==> src/rtl/pc_ctrl_pkg.sv <==
// Shared definitions for the program-counter / run-control stage.
package pc_ctrl_pkg;

  localparam int PC_W_DEF  = 10;
  localparam int BR_W_DEF  = 8;
  localparam int CYC_W_DEF = 16;

  typedef enum logic [1:0] {
    IDLE   = 2'd0,
    RUN    = 2'd1,
    HALTED = 2'd2
  } pc_state_t;

endpackage

==> src/rtl/pc_ctrl_sat_counter.sv <==
// Saturating up-counter with synchronous clear; clear wins over enable.
module sat_counter #(
  parameter int W = 16
) (
  input  logic         clk,
  input  logic         rst_n,
  input  logic         i_en,
  input  logic         i_clr,
  output logic [W-1:0] o_count
);

  logic [W-1:0] r_count;

  // NOTE: sequential state uses non-blocking assignments so every flop samples pre-edge values.
  always_ff @(posedge clk or negedge rst_n) begin
    if (!rst_n) begin
      r_count <= '0;
    end else if (i_clr) begin
      r_count <= '0;
    end else if (i_en && (r_count != '1)) begin
      r_count <= r_count + W'(1);
    end
  end

  assign o_count = r_count;

endmodule

==> src/rtl/pc_ctrl.sv <==
// Program counter and run control: start/halt sequencing, branch target
// arithmetic and a saturating RUN-cycle counter.
module pc_ctrl
  import pc_ctrl_pkg::*;
#(
  parameter int PC_W  = PC_W_DEF,
  parameter int BR_W  = BR_W_DEF,
  parameter int CYC_W = CYC_W_DEF
) (
  input  logic             CLK,
  input  logic             RESET_N,
  input  logic             START,
  input  logic [PC_W-1:0]  START_ADDR,
  input  logic             STALL,
  input  logic             BR_EN,
  input  logic [BR_W-1:0]  bOFFSET,
  input  logic             bSIGN,
  input  logic             SOFT_RST,
  input  logic             HALT,
  output logic [PC_W-1:0]  PC,
  output logic             INSTR_VALID,
  output logic             DONE,
  output logic [CYC_W-1:0] CYCLES
);

  pc_state_t       r_state, w_state_nxt;
  logic [PC_W-1:0] r_pc, w_pc_nxt;
  logic [PC_W-1:0] r_start_addr, w_start_nxt;
  logic [PC_W-1:0] w_off;
  logic            r_done, w_done_nxt;
  logic            w_launch, w_go, w_running;

  assign w_running = (r_state == RUN);
  assign w_launch  = !w_running && START;
  assign w_go      = w_running && !STALL;
  assign w_off     = PC_W'(bOFFSET);

  // NOTE: the async reset clears only the control flops; this block has no memories to reset.
  always_ff @(posedge CLK or negedge RESET_N) begin
    if (!RESET_N) r_state <= IDLE;
    else          r_state <= w_state_nxt;
  end

  // NOTE: every always_comb output gets a default first so no path infers a latch.
  always_comb begin
    w_state_nxt = r_state;
    unique case (r_state)
      IDLE, HALTED: if (START) w_state_nxt = RUN;
      RUN:          if (w_go && SOFT_RST && HALT) w_state_nxt = HALTED;
      default:      w_state_nxt = IDLE;
    endcase
  end

  // Datapath next values; the branch target wraps modulo 2^PC_W by construction.
  always_comb begin
    w_pc_nxt    = r_pc;
    w_start_nxt = r_start_addr;
    w_done_nxt  = r_done;
    if (w_launch) begin
      w_pc_nxt    = START_ADDR;
      w_start_nxt = START_ADDR;
      w_done_nxt  = 1'b0;
    end else if (w_go) begin
      if (SOFT_RST) begin
        if (HALT) w_done_nxt = 1'b1;
        else      w_pc_nxt   = r_start_addr;
      end else if (BR_EN) begin
        w_pc_nxt = bSIGN ? (r_pc - w_off) : (r_pc + w_off);
      end else begin
        w_pc_nxt = r_pc + PC_W'(1);
      end
    end
  end

  always_ff @(posedge CLK or negedge RESET_N) begin
    if (!RESET_N) begin
      r_pc         <= '0;
      r_start_addr <= '0;
      r_done       <= 1'b0;
    end else begin
      r_pc         <= w_pc_nxt;
      r_start_addr <= w_start_nxt;
      r_done       <= w_done_nxt;
    end
  end

  sat_counter #(.W(CYC_W)) u_cycles (
    .clk     (CLK),
    .rst_n   (RESET_N),
    .i_en    (w_running),
    .i_clr   (w_launch),
    .o_count (CYCLES)
  );

  assign PC          = r_pc;
  assign DONE        = r_done;
  assign INSTR_VALID = w_go;

endmodule

==> config.mk <==
export PLATFORM = sky130hd
export DESIGN_NAME = pc_ctrl
export DESIGN_NICKNAME = d
export VERILOG_FILES = /design/src/rtl/pc_ctrl_pkg.sv /design/src/rtl/pc_ctrl_sat_counter.sv /design/src/rtl/pc_ctrl.sv
export SDC_FILE = /design/constraint.sdc
export NUM_CORES = 1
export LEC_CHECK = 0
export CAP_MARGIN = 15
export CORE_UTILIZATION = 52
export CTS_BUF_LIST = sky130_fd_sc_hd__clkbuf_4
export CTS_CLUSTER_DIAMETER = 30
export DETAILED_ROUTE_END_ITERATION = 10
export PLACE_DENSITY = 0.82
export SLEW_MARGIN = 15
export SYNTH_ARGS = -nofsm -noshare
export SYNTH_HDL_FRONTEND = slang
export SYNTH_SLANG_ARGS = --single-unit
==> constraint.sdc <==
create_clock -name CLK -period 2.29 [get_ports CLK]
set_clock_uncertainty 0.05 [all_clocks]
set_input_delay 0.229 -clock CLK [delete_from_list [all_inputs] [get_ports CLK]]
set_output_delay 0.229 -clock CLK [all_outputs]
set_load 0.05 [all_outputs]
==> flow_summary.json, run 1 <==
{
  "status": "finished, final reports clean",
  "die_y_um": 69.6,
  "core_area_sq_um": 4380,
  "cp-end-kind": "flip-flop",
  "grt-busiest-layer": "met2",
  "worst_ep_required_time_ns": 2.48,
  "cp_data_arrival_time_ns": 2.40,
  "antenna_found_initial": 0,
  "area_growth_pct": 42.1,
  "use_met2": 0.443,
  "syn_inst": 272,
  "ys_types": 44,
  "ys_seq_area_frac": 0.411,
  "clock.fmax_ghz": 0.452,
  "async_flop_share": 1.00,
  "cp_slowest_stage_delay_ns": 0.36,
  "die_x_um": 69.6,
  "p_per_area_nw_per_um2": 1100,
  "gp_congestion": 0.848,
  "slew_violations": 0,
  "synth_most_common_cell": "nand2_1",
  "clock_sinks": 39,
  "grt_usage": 0.265,
  "synth_top_area_frac": 0.411,
  "insertion_delay_ns": 0.36,
  "nets": 398,
  "clk_pin_slew_ns": 0.13,
  "drt-initial-drc-count": 115,
  "clockBufferDepth": 2,
  "slowest_stage": "or3_1",
  "synth.largest_area_cell": "dfrtp_1",
  "hold_ws_ns": 0.246,
  "crit_chain": "dlygate4sd2_1 -> buf_6 -> or3_1 -> and3_4 -> ha_4 -> a21o_1 -> a21oi_2 -> o21ai_2 -> buf_4 -> a221oi_2 -> xnor2_1 -> a22oi_1",
  "synth_nets": 310,
  "r2r_setup_slack_ns": 0.10,
  "grt.met3_usage": 0.0494,
  "num_rows": 24,
  "finalSetupTns_ns": 0,
  "ys_ff_latch": 39,
  "cts_tree": "yes",
  "hold_viol_final": 0,
  "synth-edff-count": 0,
  "min_path_type": "input pin to async pin",
  "route.detailed.drc": 0,
  "vias": 2232,
  "fillCellCount": 318,
  "routed_via_density": 5.40,
  "slew_headroom": 0.600,
  "drive_gt1_frac": 0.219,
  "routed_wl_um": 6130,
  "final_util": 0.771,
  "hpwl_um": 4350,
  "synthesis.area_sq_um": 2380,
  "root_buffer": "clkbuf_4",
  "first_global_vias": 2239,
  "overflow": 0,
  "die_area_sq_um": 4850,
  "floorplan.initialDensity": 0.542,
  "fin_crit_ns": 2.21,
  "n_antenna_cell": 0,
  "final.period_utilization": 0.966,
  "critical_path_class": "input pin to flip-flop",
  "leakage_nw": 1.57,
  "grt_pass1_wl_um": 10300,
  "maxCapViolations": 0,
  "yosys_most_used_dff": "dfrtp_1",
  "setup_violations": 0,
  "power_w": 0.00372,
  "grt_setup_unrepaired": "false",
  "yosys_warnings": 0,
  "synth.area.top_cells": "dfrtp_1 41%, nand2_1 9.0%, ha_1 5.8%, xnor2_1 4.1%, nor2_1 3.8%",
  "pin_count": 54,
  "cts_buffers": 5,
  "postRouteAntennaNets": 0,
  "synth_common_cells": "57 x nand2_1, 39 x dfrtp_1, 24 x nor2_1",
  "grt_start_max_net_pins": 24,
  "worstMarginPinSlew_ns": 0.598,
  "cp-start-kind": "input pin",
  "cp_max_fo": 8,
  "cts.htree.levels": 2,
  "portBuffers": 53,
  "drt-pass1-iter-count": 4,
  "avgSynthCellArea_sq_um": 8.74,
  "irDropWorstVdd_uv": 837,
  "use_met1": 0.349,
  "wl_per_cell_um": 14.8
}
==> sequential cells by signal, summed over array words and instances, names as in the netlist <==
register,cells
u_cycles.o_count,16
DONE,1
r_start_addr,10
PC,10
r_state,2
==> cells in the final DEF, fill, tap and decap left out, types with 3 or more instances in the layout <==
cell,count
nand2_1,56
clkdlybuf4s50_1,44
dfrtp_1,38
buf_4,35
nor2_1,22
o21ai_0,12
a21oi_1,11
xor2_1,9
xnor2_1,9
o211ai_1,8
nor3_1,6
mux2i_1,6
nand3_1,6
ha_1,6
clkbuf_4,6
ha_4,5
inv_2,4
nor2_2,4
or3_1,4
a21o_1,4
nor2b_1,3
and3_4,3
and2_1,3
inv_1,3
a22oi_1,3
dlygate4sd2_1,3
==> worst paths after layout <==
| path | from | endpoint | cells after the start |
|---|---|---|---|
| min in group CLK | START_ADDR[9] | r_start_addr[9] | 3 |
| max in group asynchronous | RESET_N | PC[0] | 3 |
| setup / recovery | bSIGN | PC[9] | 12 |
| hold / removal | RESET_N | u_cycles.o_count[12] | 2 |
| setup reg to reg | PC[0] | PC[6] | 10 |
| hold reg to reg | r_start_addr[8] | r_start_addr[8] | 2 |
==> through the flow <==
| step | cells | setup slack (ns) | cell area [sq um] |
|---|---|---|---|
| 6_report | 413 | 0.0782 | 3380 |
| 3_5_place_dp | 400 | -0.629 | 3200 |
| 4_1_cts | 412 | 0.0362 | 3330 |
| 5_1_grt | 413 | 0.00440 | 3380 |
| 3_3_place_gp | 400 | -0.571 | 3200 |
| 2_1_floorplan | 272 | -0.00947 | 2430 |
==> final cells by class <==
class,instances,area [sq um],share of cell area
clock buffers,6,45.0,0.0133
clock inverters,2,12.5,0.00370
well taps,52,65.1,0.0193
flip-flops and latches,39,977,0.289
inverters,7,26.3,0.00778
repair buffers,89,791,0.234
multi-input cells,218,1460,0.433
==> power by group <==
group | leakage (nW) | total [W] | switching [W] | internal (W)
clock | 0.0317 | 0.000374 | 0.000244 | 0.000130
sequential | 0.501 | 0.00113 | 0.000210 | 0.000915
combinational | 1.04 | 0.00222 | 0.00126 | 0.000960
==> cells by family after synthesis <==
logic type	after synthesis	synth area share
compound gates	56	0.149
xor+xnor	20	0.0737
fa+ha+maj	12	0.0663
buf+inv	15	0.0305
flops	39	0.411
mux	6	0.0253
simple gates	124	0.244
==> per-layer routing <==
| metal | wire length, um | up-vias |
|---|---|---|
| li1 | - | 1126 |
| met1 | 2740 | 1044 |
| met2 | 3060 | 54 |
| met3 | 265 | 8 |
| met4 | 72 | 0 |
| met5 | 0 | - |
==> what timing repair did <==
item	4_1_cts	5_1_grt
resized for setup	16	18
hold buffers	1	0
setup endpoints to repair	7	5
pin swaps	9	12
hold endpoints to repair	16	0
setup buffers	3	2
==> worst max-delay path: cells and delay by family <==
family                     cells  cell delay (ns)
and+or+nand+nor                2             0.54
adders and majority gates      1             0.22
buffers and inverters          3             0.51
xor gates and xnor gates       1             0.15
AOI/OAI and AO/OA              5             0.75
No activity file was read; power rests on OpenSTA's default activity.
==> inputs of run 2 (changes only) <==
CORE_ASPECT_RATIO = 0.7   (was not set)
==> run 2 against run 1 <==
- the run now ends with DRC left
- critical endpoint unchanged
- largest cell class unchanged
- via count rose by 2.2%
- first-iteration DRC count increased by 9.6%
- routed wire length increased by 2.3%
- clock-buffer cell count down 1
- die area about the same
- register-to-register slack improved by 0.06 ns
==> flow_summary.json, run 2 (synthesized netlist as in run 1, its figures left out) <==
{
  "num_rows": 20,
  "cp_max_fo": 8,
  "crit_chain": "dlygate4sd2_1 -> buf_6 -> or3_1 -> and3_4 -> ha_4 -> a21o_1 -> a21o_1 -> a221oi_4 -> xnor2_1 -> a22oi_1",
  "drive_gt1_frac": 0.208,
  "final_common_cell": "nand2_1",
  "final.period_utilization": 0.972,
  "maxCapViolations": 0,
  "vias": 2282,
  "fillCellCount": 301,
  "status": "finished, violations left",
  "antenna_found_initial": 0,
  "r2r_cells": 10,
  "grt_start_max_net_pins": 25,
  "cpMostUsedCell": "a21o_1",
  "slowest_stage": "or3_1",
  "drt-pass1-iter-count": 8,
  "r2r_setup_slack_ns": 0.16,
  "cts_tree": "yes",
  "first_global_vias": 2038,
  "postRouteAntennaNets": 0,
  "clockBufferDepth": 2,
  "path_buf_inv": 2,
  "hpwl_um": 4630,
  "route.detailed.drc": 1,
  "wl_per_cell_um": 15.1,
  "root_buffer": "clkbuf_4",
  "layout_common_cells": "56 x nand2_1, 44 x clkdlybuf4s50_1, 38 x dfrtp_1",
  "slew_headroom": 0.616,
  "cp-end-kind": "flip-flop",
  "crit_family": "compound AO/OA/AOI/OAI gates",
  "final_util": 0.782,
  "hold_ws_ns": 0.322,
  "finalSetupTns_ns": 0,
  "clock_sinks": 39,
  "power_w": 0.00381,
  "insertion_delay_ns": 0.34,
  "irDropWorstVdd_uv": 910,
  "timing.rr.end": "PC[8]",
  "die_y_um": 58.6,
  "routed_wl_um": 6270,
  "critPathCapture": "PC[9]",
  "cp-start-kind": "input pin",
  "leakage_nw": 1.56,
  "die_x_um": 82.8,
  "cts.htree.levels": 2,
  "worstMarginPinSlew_ns": 0.574,
  "cp_data_arrival_time_ns": 2.39,
  "grt_pass1_wl_um": 9730,
  "clock.fmax_ghz": 0.449,
  "largest_reg_flops": 16,
  "die_area_sq_um": 4850,
  "drt-initial-drc-count": 126,
  "min_path_type": "input pin to async pin",
  "fin_crit_ns": 2.23,
  "n_antenna_cell": 0,
  "dp.cells": 406,
  "hold_viol_final": 0,
  "clk_pin_slew_ns": 0.13,
  "cts_buffers": 5,
  "area_growth_pct": 43.2,
  "routed_via_density": 5.49,
  "critical_path_class": "input pin to flip-flop",
  "nets": 398,
  "instances_no_fill": 416,
  "pin_count": 54,
  "cp_slowest_stage_delay_ns": 0.38,
  "setup_violations": 0,
  "overflow": 0,
  "reg2reg_from": "PC[0]",
  "critical_path_depth": 10,
  "portBuffers": 53,
  "violations": "DRC",
  "gp_congestion": 0.883,
  "slew_violations": 0,
  "core_area_sq_um": 4350,
  "p_per_area_nw_per_um2": 1120,
  "worst_ep_required_time_ns": 2.45,
  "cp-startpoint": "bSIGN",
  "floorplan.initialDensity": 0.546,
  "grt_usage": 0.254
}
==> run 2: cell types whose count changed in the layout (fill, tap and decap cells not counted), sizes merged <==
cell,before,now
clkinv,1,2
bufinv,0,1
clkinvlp,1,0
dlygate4sd2,3,5
dlymetal6s2s,2,0
clkbuf,8,7
==> run 2: area by class of cell <==
class | instances | area [sq um] | area share
multi-input combinational | 218 | 1470 | 0.431
inverter | 7 | 26.3 | 0.00772
timing repair buffer | 89 | 783 | 0.230
sequential | 39 | 977 | 0.287
tap | 55 | 68.8 | 0.0202
clock inverter | 3 | 43.8 | 0.0129
clock buffer | 5 | 37.5 | 0.0110
==> run 2: repair_timing <==
action / 4_1_cts / 5_1_grt
pin swaps: 7 / 4
hold buffers: 1 / 0
cloned: 0 / 0
buffers inserted: 1 / 0
resized for setup: 17 / 16
hold endpoints to repair: 23 / 0
endpoints found under the setup margin: 7 / 4
==> run 2: how the worst min path moves through the flow <==
| stage | endpoint | slack (ns) | cells after the start |
|---|---|---|---|
| final | u_cycles.o_count[13] | 0.32 | 2 |
| after global routing | u_cycles.o_count[13] | 0.37 | 2 |
| after CTS | u_cycles.o_count[13] | 0.33 | 2 |
| after detailed placement | u_cycles.o_count[13] | 0.19 | 1 |
| after global placement | u_cycles.o_count[13] | 0.19 | 1 |
| after floorplan | DONE | -0.12 | 0 |
==> run 2: stage by stage <==
stage          cell area [sq um]  worst slack, ns
3_5_place_dp                3230           -0.691
5_1_grt                     3400          -0.0206
4_1_cts                     3350          0.00805
6_report                    3400           0.0645
2_1_floorplan               2430         -0.00947
3_3_place_gp                3230           -0.580
==> run 2: where the power goes <==
group | switching (W) | internal, W | leakage [nW]
logic | 0.00128 | 0.000938 | 1.02
clock network | 0.000239 | 0.000230 | 0.0452
registers | 0.000212 | 0.000915 | 0.501
total | 0.00173 | 0.00208 | 1.56
==> run 2: layer usage <==
layer | part of all wire | global-route usage
met2 | 0.46 | 0.395
met3 | 0.048 | 0.0421
met5 | 0 | 0
met1 | 0.49 | 0.386
met4 | 0.0064 | 0.0320
==> run 2: worst register-to-register path, stage by stage, from the launching register on <==
cell and delay [ns]:
dfrtp_2 0.45, inv_2 0.07, ha_4 0.13, inv_1 0.05
fa_2 0.34, a21o_1 0.19, a21oi_4 0.14, o21bai_1 0.09
a41o_1 0.26, xnor2_1 0.12, a22oi_1 0.14
==> inputs of run 3 (changes only) <==
RECOVER_POWER = 50   (was not set)
clock period = 2.34 ns   (was 2.29 ns; I/O delays follow)
==> run 3 against run 2 <==
- clock-buffer cell count is the same
- core utilization decreased by 2.1 points
- the run now ends clean
- highest routed layer unchanged
- final cell count down 1.7%
- non-clock buffer count fell by 6
- global-route usage grew 0.59 points
- total power shrank 7.9%
- die area stayed put
- critical endpoint unchanged
- hold slack improved by 0.076 ns
- register-to-register slack about the same
==> flow_summary.json, run 3 (synthesized netlist as in run 1, its figures left out) <==
{
  "cp-end-kind": "flip-flop",
  "overflow": 0,
  "crit_family": "compound AO/OA/AOI/OAI gates",
  "fin_crit_ns": 2.28,
  "antenna_found_initial": 0,
  "core_area_sq_um": 4350,
  "drt-pass1-iter-count": 5,
  "worstMarginPinSlew_ns": 1.02,
  "floorplan.initialDensity": 0.546,
  "layout_common_cells": "56 x nand2_1, 45 x clkdlybuf4s50_1, 38 x dfrtp_1",
  "slew_headroom": 0.317,
  "worst_ep_required_time_ns": 2.50,
  "slew_violations": 0,
  "hold_viol_final": 0,
  "setup_ws_ns": 0.0645,
  "route.detailed.drc": 0,
  "cp_slowest_stage_delay_ns": 0.30,
  "insertion_delay_ns": 0.33,
  "reg2reg_from": "PC[0]",
  "die_x_um": 82.8,
  "path_buf_inv": 2,
  "grt_usage": 0.260,
  "wl_per_cell_um": 14.9,
  "clk_pin_slew_ns": 0.11,
  "final.period_utilization": 0.972,
  "portBuffers": 53,
  "irDropWorstVdd_uv": 773,
  "maxCapViolations": 0,
  "post-place-ws_ns": -0.704,
  "leakage_nw": 1.52,
  "drive_gt1_frac": 0.167,
  "cp_data_arrival_time_ns": 2.44,
  "power_w": 0.00351,
  "clock.fmax_ghz": 0.439,
  "routed_wl_um": 6110,
  "routed_via_density": 5.56,
  "postRouteAntennaNets": 0,
  "timing.rr.end": "PC[8]",
  "r2r_cells": 10,
  "grt_pass1_wl_um": 9990,
  "cts_tree": "yes",
  "cp-start-kind": "input pin",
  "cts.htree.levels": 2,
  "die_y_um": 58.6,
  "root_buffer": "clkbuf_4",
  "min_to": "r_start_addr[7]",
  "p_per_area_nw_per_um2": 1060,
  "crit_chain": "dlygate4sd2_1 -> inv_1 -> ha_4 -> nand2_2 -> nor3_2 -> or3_1 -> and3_4 -> ha_4 -> a21o_1 -> a21o_1 -> a221oi_4 -> xnor2_1 -> a22oi_1",
  "hpwl_um": 4530,
  "pin_count": 54,
  "nets": 392,
  "setup_violations": 0,
  "hold_ws_ns": 0.398,
  "gp_congestion": 0.881,
  "area_growth_pct": 39.3,
  "clockBufferDepth": 2,
  "num_rows": 20,
  "cp_max_fo": 4,
  "largest_reg_flops": 16,
  "r2r_setup_slack_ns": 0.17,
  "cts_buffers": 5,
  "fillCellCount": 308,
  "status": "finished, final reports clean",
  "vias": 2274,
  "hp-start": "START_ADDR[7]",
  "grt_start_max_net_pins": 40,
  "n_antenna_cell": 0,
  "drt-initial-drc-count": 156,
  "final_common_cell": "nand2_1",
  "grt_setup_unrepaired": "true",
  "critical_path_class": "input pin to flip-flop",
  "first_global_vias": 2184,
  "dpl_cell_area_sq_um": 3160,
  "die_area_sq_um": 4850,
  "min_path_type": "input pin to flip-flop",
  "slowest_stage": "or3_1",
  "hold_depth": 3,
  "clock_sinks": 39,
  "stdcell_area_sq_um": 3310
}
[run 3: changes by cell type in the layout (fill, tap and decap cells not counted), moves of 2 or more]
cell | before | now
nor3_4 | 1 | 3
ha_4 | 5 | 3
buf_4 | 35 | 27
inv_2 | 3 | 1
ha_1 | 6 | 8
nor3_2 | 3 | 1
nor2_1 | 22 | 24
inv_1 | 4 | 6
[run 3: metrics by stage]
| step | TNS, ns | cells | utilization |
|---|---|---|---|
| 2_1_floorplan | -0.0618 | 272 | - |
| 3_3_place_gp | -3.60 | 401 | 0.726 |
| 3_5_place_dp | -4.33 | 401 | 0.726 |
| 4_1_cts | 0 | 409 | 0.752 |
| 5_1_grt | -0.00801 | 409 | 0.760 |
| 6_report | 0 | 409 | 0.760 |
[run 3: timing repair]
action,CTS,global route
endpoints found under the hold margin,39,0
pin swaps,10,2
gates cloned,0,0
endpoints found under the setup margin,6,6
buffers inserted,0,0
hold buffers,1,0
resized for setup,21,8
[run 3: cell type report]
cell class	instances	area [sq um]	area share
Inverter	7	26.3	0.00794
Clock buffer	5	37.5	0.0113
Multi-Input combinational cell	218	1440	0.435
Timing Repair Buffer	83	752	0.227
Sequential cell	39	977	0.295
Clock inverter	2	8.76	0.00265
Tap cell	55	68.8	0.0208
[run 3: worst max-delay path by stage]
stage                    start  endpoint  slack (ns)  cells after the start
finish              bOFFSET[1]     PC[9]        0.06                     13
global route        bOFFSET[1]     PC[7]      -0.008                     12
CTS                 bOFFSET[4]     PC[9]        0.05                     11
detailed placement  bOFFSET[0]     PC[6]       -0.70                     12
global placement    bOFFSET[0]     PC[6]       -0.61                     12
floorplan           bOFFSET[0]     PC[6]       -0.04                     11
[run 3: power breakdown]
group          internal, W  total [W]  switching [W]  leakage (nW)
Sequential        0.000896    0.00109       0.000199         0.501
Combinational     0.000873    0.00210        0.00123         0.996
Clock             0.000107   0.000313       0.000206        0.0285
Total              0.00188    0.00351        0.00164          1.52
[run 3: worst min-delay path, delay by kind of cell]
family,cells,cell delay (ns)
buf+inv,1,0.39
simple gates,2,0.13
[run 3: per-layer routing]
layer | up-vias | routed length [um] | global-route usage
li1 | 1119 | - | -
met1 | 1093 | 3040 | 0.367
met2 | 54 | 2720 | 0.416
met3 | 8 | 271 | 0.0533
met4 | 0 | 75 | 0.0665
met5 | - | 0 | 0
